File: config.mk
export PLATFORM = sky130hd
export DESIGN_NAME = pipelined_compressor_tree_3_to_2_flat
export DESIGN_NICKNAME = d
export VERILOG_FILES = /design/src/rtl/pipelined_compressor_tree_3_to_2_pkg.sv /design/src/rtl/pipelined_compressor_tree_3_to_2_if.sv /design/src/rtl/pipelined_compressor_tree_3_to_2_stage.sv /design/src/rtl/pipelined_compressor_tree_3_to_2.sv /design/src/flat_wrapper.sv
export SDC_FILE = /design/constraint.sdc
export NUM_CORES = 1
export LEC_CHECK = 0
export ABC_CLOCK_PERIOD_IN_PS = 6550
export BUFFER_PORTS_ARGS = -buffer_cell sky130_fd_sc_hd__buf_4
export CAP_MARGIN = 10
export CORE_MARGIN = 2
export CORE_UTILIZATION = 50
export DETAILED_ROUTE_END_ITERATION = 10
export HOLD_SLACK_MARGIN = 0.02
export PLACE_DENSITY_LB_ADDON = 0.1
export SYNTH_ARGS = -nofsm -noshare
export SYNTH_HDL_FRONTEND = slang
export SYNTH_SLANG_ARGS = --single-unit
File: constraint.sdc
create_clock -name clk -period 6.55 [get_ports clk]
set_input_delay 0.3275 -clock clk [delete_from_list [all_inputs] [get_ports clk]]
set_output_delay 0.3275 -clock clk [all_outputs]
set_load 0.02 [all_outputs]
File: src/rtl/pipelined_compressor_tree_3_to_2_pkg.sv
// Elaboration-time helpers for sizing the 3:2 compressor tree: level count,
// term count after a given number of levels, and register stage count.
package compressor_tree_pkg;

    function automatic int num_levels(input int n);
        int m;
        int c;
        m = n;
        c = 0;
        while (m > 2) begin
            m = (m / 3) * 2 + m % 3;
            c++;
        end
        return c;
    endfunction

    function automatic int level_width(input int n, input int lvl);
        int m;
        m = n;
        for (int i = 0; i < lvl; i++) begin
            if (m > 2) m = (m / 3) * 2 + m % 3;
        end
        return m;
    endfunction

    function automatic int num_stages(input int n, input int levels_per_stage);
        int l;
        l = num_levels(n);
        return (l == 0) ? 1 : (l + levels_per_stage - 1) / levels_per_stage;
    endfunction

endpackage

File: src/rtl/pipelined_compressor_tree_3_to_2_if.sv
// Operand/result handshake bundle for the compressor tree.
// COMPRESSOR_TREE_FINAL_CPA_EN adds the SUM result vector.
interface pipelined_compressor_tree_3_to_2_if #(
    parameter int NUM_ELEMENTS = 9,
    parameter int BIT_LEN      = 16,
    parameter int TAG_LEN      = 4
);
    logic               in_valid;
    logic               in_ready;
    logic [BIT_LEN-1:0] terms [NUM_ELEMENTS];
    logic [TAG_LEN-1:0] in_tag;
    logic               out_valid;
    logic               out_ready;
    logic [BIT_LEN-1:0] C;
    logic [BIT_LEN-1:0] S;
    logic [TAG_LEN-1:0] out_tag;
`ifdef COMPRESSOR_TREE_FINAL_CPA_EN
    logic [BIT_LEN-1:0] SUM;

    modport slave  (input  in_valid, terms, in_tag, out_ready,
                    output in_ready, out_valid, C, S, out_tag, SUM);
    modport master (output in_valid, terms, in_tag, out_ready,
                    input  in_ready, out_valid, C, S, out_tag, SUM);
`else
    modport slave  (input  in_valid, terms, in_tag, out_ready,
                    output in_ready, out_valid, C, S, out_tag);
    modport master (output in_valid, terms, in_tag, out_ready,
                    input  in_ready, out_valid, C, S, out_tag);
`endif
endinterface

File: src/rtl/pipelined_compressor_tree_3_to_2_stage.sv
// One pipeline stage: LEVELS levels of 3:2 compression followed by a
// data/tag/valid register that loads when empty or when downstream loads.
module compressor_pipe_stage
    import compressor_tree_pkg::*;
#(
    parameter int IN_ELEMENTS = 3,
    parameter int LEVELS      = 1,
    parameter int BIT_LEN     = 16,
    parameter int TAG_LEN     = 4,
    localparam int OUT_ELEMENTS = level_width(IN_ELEMENTS, LEVELS)
) (
    input  logic               clk,
    input  logic               rst,
    input  logic               i_valid,
    input  logic [BIT_LEN-1:0] i_terms [IN_ELEMENTS],
    input  logic [TAG_LEN-1:0] i_tag,
    input  logic               i_next_load,
    output logic               o_load,
    output logic               o_valid,
    output logic [BIT_LEN-1:0] o_terms [OUT_ELEMENTS],
    output logic [TAG_LEN-1:0] o_tag
);

    function automatic logic [BIT_LEN-1:0] carry_vec(
        input logic [BIT_LEN-1:0] a, b, c);
        return ((a & b) | (a & c) | (b & c)) << 1;
    endfunction

    logic [BIT_LEN-1:0] w_work [IN_ELEMENTS];
    logic [BIT_LEN-1:0] w_next [IN_ELEMENTS];
    logic [BIT_LEN-1:0] w_red  [OUT_ELEMENTS];
    logic               r_valid;
    logic [BIT_LEN-1:0] r_terms [OUT_ELEMENTS];
    logic [TAG_LEN-1:0] r_tag;

    // Each level: full adders over index-ordered triples, leftovers appended.
    always_comb begin : reduce
        int n;
        w_work = i_terms;
        w_next = i_terms;
        n = IN_ELEMENTS;
        for (int lvl = 0; lvl < LEVELS; lvl++) begin
            w_next = w_work;
            for (int g = 0; g < IN_ELEMENTS / 3; g++) begin
                if (3 * g + 2 < n) begin
                    w_next[2*g]   = w_work[3*g] ^ w_work[3*g+1] ^ w_work[3*g+2];
                    w_next[2*g+1] = carry_vec(w_work[3*g], w_work[3*g+1], w_work[3*g+2]);
                end
            end
            for (int r = 0; r < 2; r++) begin
                if (r < n % 3) w_next[2*(n/3)+r] = w_work[3*(n/3)+r];
            end
            w_work = w_next;
            n = (n / 3) * 2 + n % 3;
        end
        for (int i = 0; i < OUT_ELEMENTS; i++) w_red[i] = w_work[i];
    end

    assign o_load = !r_valid || i_next_load;

    always_ff @(posedge clk or posedge rst) begin
        if (rst) begin
            r_valid <= 1'b0;
            r_tag   <= '0;
            r_terms <= '{default: '0};
        end else if (o_load) begin
            r_valid <= i_valid;
            r_tag   <= i_tag;
            r_terms <= w_red;
        end
    end

    assign o_valid = r_valid;
    assign o_terms = r_terms;
    assign o_tag   = r_tag;

endmodule

File: src/rtl/pipelined_compressor_tree_3_to_2.sv
// Pipelined 3:2 compressor tree reducing NUM_ELEMENTS terms to a C/S pair.
// COMPRESSOR_TREE_FINAL_CPA_EN appends a registered carry-propagate stage (SUM).
module pipelined_compressor_tree_3_to_2
    import compressor_tree_pkg::*;
#(
    parameter int NUM_ELEMENTS     = 9,
    parameter int BIT_LEN          = 16,
    parameter int LEVELS_PER_STAGE = 2,
    parameter int TAG_LEN          = 4
) (
    input logic clk,
    input logic rst,
    pipelined_compressor_tree_3_to_2_if.slave bus
);

    localparam int L       = num_levels(NUM_ELEMENTS);
    localparam int P       = num_stages(NUM_ELEMENTS, LEVELS_PER_STAGE);
    localparam int FINAL_W = level_width(NUM_ELEMENTS, L);

    logic [P:0]              w_load;
    logic [P:0]              w_valid;
    logic [P:0][TAG_LEN-1:0] w_tag;
    logic [BIT_LEN-1:0]      w_fin_s;
    logic [BIT_LEN-1:0]      w_fin_c;

    assign w_valid[0]  = bus.in_valid;
    assign w_tag[0]    = bus.in_tag;
    assign bus.in_ready = w_load[0];

    for (genvar k = 0; k < P; k++) begin : g_stage
        localparam int FIRST = k * LEVELS_PER_STAGE;
        localparam int NLEV  = (L - FIRST < LEVELS_PER_STAGE) ? L - FIRST : LEVELS_PER_STAGE;
        localparam int IN_W  = level_width(NUM_ELEMENTS, FIRST);
        localparam int OUT_W = level_width(NUM_ELEMENTS, FIRST + NLEV);

        logic [BIT_LEN-1:0] w_in  [IN_W];
        logic [BIT_LEN-1:0] w_out [OUT_W];

        if (k == 0) begin : g_src
            assign w_in = bus.terms;
        end else begin : g_src
            assign w_in = g_stage[k-1].w_out;
        end

        compressor_pipe_stage #(
            .IN_ELEMENTS (IN_W),
            .LEVELS      (NLEV),
            .BIT_LEN     (BIT_LEN),
            .TAG_LEN     (TAG_LEN)
        ) u_stage (
            .clk         (clk),
            .rst         (rst),
            .i_valid     (w_valid[k]),
            .i_terms     (w_in),
            .i_tag       (w_tag[k]),
            .i_next_load (w_load[k+1]),
            .o_load      (w_load[k]),
            .o_valid     (w_valid[k+1]),
            .o_terms     (w_out),
            .o_tag       (w_tag[k+1])
        );
    end

    assign w_fin_s = g_stage[P-1].w_out[0];
    if (FINAL_W > 1) begin : g_fin_c
        assign w_fin_c = g_stage[P-1].w_out[1];
    end else begin : g_fin_c
        assign w_fin_c = '0;
    end

`ifdef COMPRESSOR_TREE_FINAL_CPA_EN
    logic               r_cpa_valid;
    logic [BIT_LEN-1:0] r_cpa_c;
    logic [BIT_LEN-1:0] r_cpa_s;
    logic [BIT_LEN-1:0] r_cpa_sum;
    logic [TAG_LEN-1:0] r_cpa_tag;

    assign w_load[P] = !r_cpa_valid || bus.out_ready;

    // Carry-propagate output stage
    always_ff @(posedge clk or posedge rst) begin
        if (rst) begin
            r_cpa_valid <= 1'b0;
            r_cpa_c     <= '0;
            r_cpa_s     <= '0;
            r_cpa_sum   <= '0;
            r_cpa_tag   <= '0;
        end else if (w_load[P]) begin
            r_cpa_valid <= w_valid[P];
            r_cpa_c     <= w_fin_c;
            r_cpa_s     <= w_fin_s;
            r_cpa_sum   <= w_fin_c + w_fin_s;
            r_cpa_tag   <= w_tag[P];
        end
    end

    assign bus.out_valid = r_cpa_valid;
    assign bus.C         = r_cpa_c;
    assign bus.S         = r_cpa_s;
    assign bus.SUM       = r_cpa_sum;
    assign bus.out_tag   = r_cpa_tag;
`else
    assign w_load[P]     = bus.out_ready;
    assign bus.out_valid = w_valid[P];
    assign bus.C         = w_fin_c;
    assign bus.S         = w_fin_s;
    assign bus.out_tag   = w_tag[P];
`endif

endmodule

File: src/flat_wrapper.sv
// flat-port wrapper written by rule: the top's interface ports become plain ports
module pipelined_compressor_tree_3_to_2_flat import compressor_tree_pkg::*;
#(
    parameter int NUM_ELEMENTS     = 9,
    parameter int BIT_LEN          = 16,
    parameter int LEVELS_PER_STAGE = 2,
    parameter int TAG_LEN          = 4
)
  (clk, rst, bus_in_valid, bus_terms, bus_in_tag, bus_out_ready, bus_in_ready, bus_out_valid, bus_C, bus_S, bus_out_tag);
  pipelined_compressor_tree_3_to_2_if #(.NUM_ELEMENTS(NUM_ELEMENTS), .BIT_LEN(BIT_LEN), .TAG_LEN(TAG_LEN)) bus_i ();
  input logic clk;
  input logic rst;
  input wire logic [$bits(bus_i.in_valid)-1:0] bus_in_valid;
  input wire logic [$bits(bus_i.terms)-1:0] bus_terms;
  input wire logic [$bits(bus_i.in_tag)-1:0] bus_in_tag;
  input wire logic [$bits(bus_i.out_ready)-1:0] bus_out_ready;
  output wire logic [$bits(bus_i.in_ready)-1:0] bus_in_ready;
  output wire logic [$bits(bus_i.out_valid)-1:0] bus_out_valid;
  output wire logic [$bits(bus_i.C)-1:0] bus_C;
  output wire logic [$bits(bus_i.S)-1:0] bus_S;
  output wire logic [$bits(bus_i.out_tag)-1:0] bus_out_tag;
  assign bus_i.in_valid = bus_in_valid;
  assign bus_i.terms = {>>{bus_terms}};
  assign bus_i.in_tag = bus_in_tag;
  assign bus_i.out_ready = bus_out_ready;
  assign bus_in_ready = bus_i.in_ready;
  assign bus_out_valid = bus_i.out_valid;
  assign bus_C = bus_i.C;
  assign bus_S = bus_i.S;
  assign bus_out_tag = bus_i.out_tag;
  pipelined_compressor_tree_3_to_2 #(.NUM_ELEMENTS(NUM_ELEMENTS), .BIT_LEN(BIT_LEN), .LEVELS_PER_STAGE(LEVELS_PER_STAGE), .TAG_LEN(TAG_LEN)) u_core (.clk(clk), .rst(rst), .bus(bus_i));
endmodule
== Yosys cells after proc, flatten, opt, wreduce, memory -nomap -nowiden ==
Cells that the tools add are included.

* Reductions and logical operators: 4
* Bitwise logic cells: 49

{| class="wikitable"
|+ Operators with widths
! operator !! number
|-
| $and A15 B15 Y15 || 21
|-
| $xor A16 B16 Y16 || 14
|-
| $or A15 B15 Y15 || 14
|-
| $logic_not A1 Y1 || 2
|-
| $logic_or A1 B1 Y1 || 2
|}

* Logic and storage cells: 63
* Output and inout port bits: 38
* Register bits: 103
* Input port bits: 152

== Depth between registers and ports, before layout ==
* Depth after elaboration: 6
* Depth in mapped cells: 6
* Mapped depth without buffers: 6

== Hierarchy ==
Synthesis repeated with hierarchy kept, for this count alone.

* Cell total of the unflattened synthesis: 490
* Area total of the unflattened synthesis: 6998.0 um2

{| class="wikitable"
|+ Modules (own cells, without submodules)
! module !! area an instance (um2) !! sequential area each (um2) !! instances !! cells each
|-
| compressor_pipe_stage (u_core.g_stage[0].u_stage) || 4884.7 || 1651.6 || 1 || 377
|-
| compressor_pipe_stage (u_core.g_stage[1].u_stage) || 2113.3 || 900.9 || 1 || 113
|}

== Worst setup path before layout ==
No wires, ideal clock.

* Path type: input-to-reg
* Start: input port bus_terms[50]
* End: register u_core.g_stage[0].u_stage.r_terms (netlist bit u_core.g_stage[0].u_stage.o_terms[50])
* Arrival: 1.640 ns
* Path slack: 4.785 ns
* Path buffers: 0
* Required time: 6.425 ns
* Stages on the path: 5
* Setup time: 0.125 ns
* Path through: inv_1 > fa_1 > inv_1 > fa_1 > mux2_4

{| class="wikitable"
|+ RTL lines
! what !! line !! source
|-
| start: declaration || flat_wrapper.sv:14 || <nowiki>input wire logic [$bits(bus_i.terms)-1:0] bus_terms;</nowiki>
|-
| end signal: assignment || pipelined_compressor_tree_3_to_2_stage.sv:69 || <nowiki>r_terms <= w_red;</nowiki>
|-
| end: declaration || pipelined_compressor_tree_3_to_2_stage.sv:33 || <nowiki>logic [BIT_LEN-1:0] r_terms [OUT_ELEMENTS];</nowiki>
|}

== Worst setup path after layout ==
* Start: register u_core.g_stage[1].u_stage.r_valid
* End: register u_core.g_stage[0].u_stage.r_terms (netlist bit u_core.g_stage[0].u_stage.o_terms[41])

* Cells in the longest elaborated chain, start to end: 3

{| class="wikitable"
|+ Ends and longest elaborated chain
! what !! line !! source
|-
| start: declaration || pipelined_compressor_tree_3_to_2_stage.sv:32 || <nowiki>logic r_valid;</nowiki>
|-
| start signal: assignment || pipelined_compressor_tree_3_to_2_stage.sv:67 || <nowiki>r_valid <= i_valid;</nowiki>
|-
| $logic_not A1 Y1 || pipelined_compressor_tree_3_to_2_stage.sv:59 || <nowiki>assign o_load = !r_valid || i_next_load;</nowiki>
|-
| $logic_or A1 B1 Y1 (2 in a row) || pipelined_compressor_tree_3_to_2_stage.sv:59 ||
|}

No other way between the ends.
A chain may end at the register's enable or synchronous reset.

==> impl_metrics.tcl <==
set metrics [dict create \
    cts-root-buf "clkbuf_16" \
    final_routed_wirelength_across_all_metal_layers_um 12000 \
    most_common_cell_after_layout_fill_and_taps_aside "buf_4" \
    dpl-instance-area_mm2 0.00828 \
    setup_viol 0 \
    grt_setup_unrepaired "no" \
    worstHoldPathType "input port to async pin" \
    timing.critical_path.required_ps 6770 \
    place.port_buffers 187 \
    max_slew_violation_total_from_the_final_report 0 \
    synth-compound-area-share_pct 0.444 \
    top_level_ports 190 \
    setup_total_negative_slack_ps 0 \
    area_growth_syn_to_layout_pct 27.2 \
    layout.cells.non_filler 860 \
    insertion_delay_ps 340 \
    seq_area_frac_synth_pct 37.4 \
    detail_route.iter0.violations 117 \
    max_cap_viol_count 0 \
    rows 42 \
    synthSimpleGateAreaFrac_pct 0.721 \
    final.setup_skew_ps 6.45 \
    antenna_found_initial 0 \
    finalCritPeriodShare_pct 33.9 \
    grt_pass1_wl_um 20600 \
    fp.dieArea_mm2 0.0145 \
    post_layout_net_count 934 \
    p_leak_nw 4.59 \
    critPathMaxFanout 37 \
    cts_setup_buffers 0 \
    place.detailed.hpwl_um 9660 \
    ctsResizeCount 0 \
    synth_cell_type_count 19 \
    die_x_um 120 \
    commonest_non_fill_non_tap_cells_in_the_layout "buf_4, inv_1, dfrtp_1" \
    syn-instance-count 491 \
    cts.reportedPaths.clkPinSlew_ps 70 \
    wire_per_inst_um 13.9 \
    critical-path-top-delay-family "buffers and inverters" \
    maximum_number_of_pins_on_one_net_before_global_route_repair 65 \
    crit_path_start_kind "flip-flop" \
    synth-xor-area-share_pct 2.11 \
    htreeDepth 3 \
    avgSynthCellArea_um2 13.8 \
    antenna_violating_nets_post_route 0 \
    initial_cell_density_of_the_core_pct 51.1 \
    critical_path.n_buffers_inverters 2 \
    setup.worst_path.class "flip-flop to flip-flop" \
    critPathArrivalTime_ps 2440 \
    total_number_of_vias 3899 \
    ir_worst_vdd_mv 0.169 \
    final_core_util_pct 65.0 \
    status "complete, no violations" \
    hold_violations 0 \
    drc 0 \
    worstPathCellList "nand3b_1 -> buf_4 -> buf_4 -> mux2_2" \
    main_combinational_cell_family_by_area_after_synthesis "adder cells" \
    final_layout_size_suffix_gt1_share_pct 43.9 \
    critPathCaptureType "flip-flop" \
    globalRouteTotalUtil_pct 18.2 \
    globalplace.congestion 0.725 \
    total_of_fill_cells_in_the_finished_design 1062 \
    dr.pass1.iters 4 \
    cts_tree "done" \
    netlist_area_mm2 0.00676 \
    slew-limit-headroom_pct 36.6 \
    cp_common_cell "buf_4" \
    fmax_ghz 0.451 \
    muxShareOfSynthArea_pct 18.6 \
    routed_via_density 4.53 \
    chipHeight_um 120 \
    worst_slew_pin_slew_ps 951 \
    synth_adder_area_share_pct 30.2 \
    power-per-cell-area_mw_per_mm2 328 \
    place.detailed.instances 844 \
    cts-root-to-sink-buffers 2 \
    gr-total-overflow 0 \
    yosys_synthesis_warning_count 0 \
    postSynthRegisterBits 101 \
    post_route_cell_area_mm2 0.00861 \
    antennaDiodeCount 0 \
    critical-path-slowest-cell "buf_4" \
    core_area_mm2 0.0132 \
    min_period_ps 2220 \
    cts-hold-fix-buffers 0 \
    grt_pass1_vias 4300 \
    numCtsBuffers 9 \
    cts_num_sinks 101 \
    timing.critical_path.slowest_cell_delay_ps 640 \
]
==> Yosys cell counts <==
library cell	count	share of area, %
inv_1	153	8.5
dfrtp_1	101	37
fa_1	100	30
mux2_4	56	12
mux2_2	37	6.2
buf_6	10	1.7
xnor2_1	4	0.52
xnor3_1	4	1.3
a21oi_1	3	0.22
buf_4	3	0.33
ha_1	3	0.55
nand2_1	3	0.17
nand2b_1	3	0.28
nor2_1	3	0.17
o21ai_0	3	0.22
xor2_1	2	0.26
buf_2	1	0.074
conb_1	1	0.055
nand3b_1	1	0.11
==> area by class of cell <==
| class | instances | area (µm²) | share of cell area [%] |
|---|---|---|---|
| multi-input cells | 224 | 3530 | 41.0 |
| flip-flops and latches | 101 | 2530 | 29.4 |
| repair buffers | 190 | 1430 | 16.6 |
| inverters | 153 | 577 | 6.70 |
| clock buffers | 12 | 256 | 2.98 |
| well taps | 176 | 220 | 2.56 |
| clock inverters | 4 | 70.1 | 0.814 |
==> worst paths after layout <==
check	startpoint	end	slack (ps)	depth (start not counted)
worst max-delay path	u_core.g_stage[1].u_stage.o_valid	u_core.g_stage[0].u_stage.o_terms[41]	4330	4
worst min-delay path	rst	u_core.g_stage[1].u_stage.o_terms[21]	20	2
worst max register to register	u_core.g_stage[1].u_stage.o_valid	u_core.g_stage[0].u_stage.o_terms[41]	4330	4
worst min register to register	u_core.g_stage[0].u_stage.o_valid	u_core.g_stage[1].u_stage.o_valid	470	1
max in group asynchronous	rst	u_core.g_stage[0].u_stage.o_terms[34]	5350	3
min in group clk	bus_in_valid	u_core.g_stage[0].u_stage.o_valid	180	2
==> logic make-up (layout without fill, tap and decap cells) <==
kind of cell | after synthesis | after routing
buffers and inverters | 167 | 359
xor gates and xnor gates | 10 | 10
AOI/OAI and AO/OA | 6 | 6
and+or+nand+nor | 10 | 10
other | 1 | 2
DFF | 101 | 101
adders and majority gates | 103 | 103
muxes | 93 | 93
==> state kept, by name, indices dropped and copies added (netlist names) <==
name and flops:
u_core.g_stage.u_stage.o_tag 8, u_core.g_stage.u_stage.o_terms 91, u_core.g_stage.u_stage.o_valid 2
==> metrics by stage <==
stage	worst slack, ps	power (mW)	hold slack, ps
final	4330	2.82	16.7
after global routing	4210	3.06	42.0
after global placement	4360	2.22	381
after detailed placement	4310	2.28	389
after CTS	4310	2.87	21.0
after floorplan	3580	1.81	435
==> power breakdown <==
part | leakage, nW | switching (mW) | internal [mW]
sequential | 1.18 | 0.160 | 0.850
clock | 0.163 | 0.217 | 0.354
combinational | 3.25 | 0.540 | 0.699
total | 4.59 | 0.917 | 1.90
==> routing by layer <==
metal  global-route usage, %  vias up  share of wire, %  routed length, µm
met5                       0        -                 0                  0
met4                    4.36        0               1.3                157
met3                    4.01       11               5.5                663
met2                    28.6      116                48               5790
met1                    26.3     1963                45               5360
li1                        -     1809                 -                  -
Power figures use the tool's default switching activity.
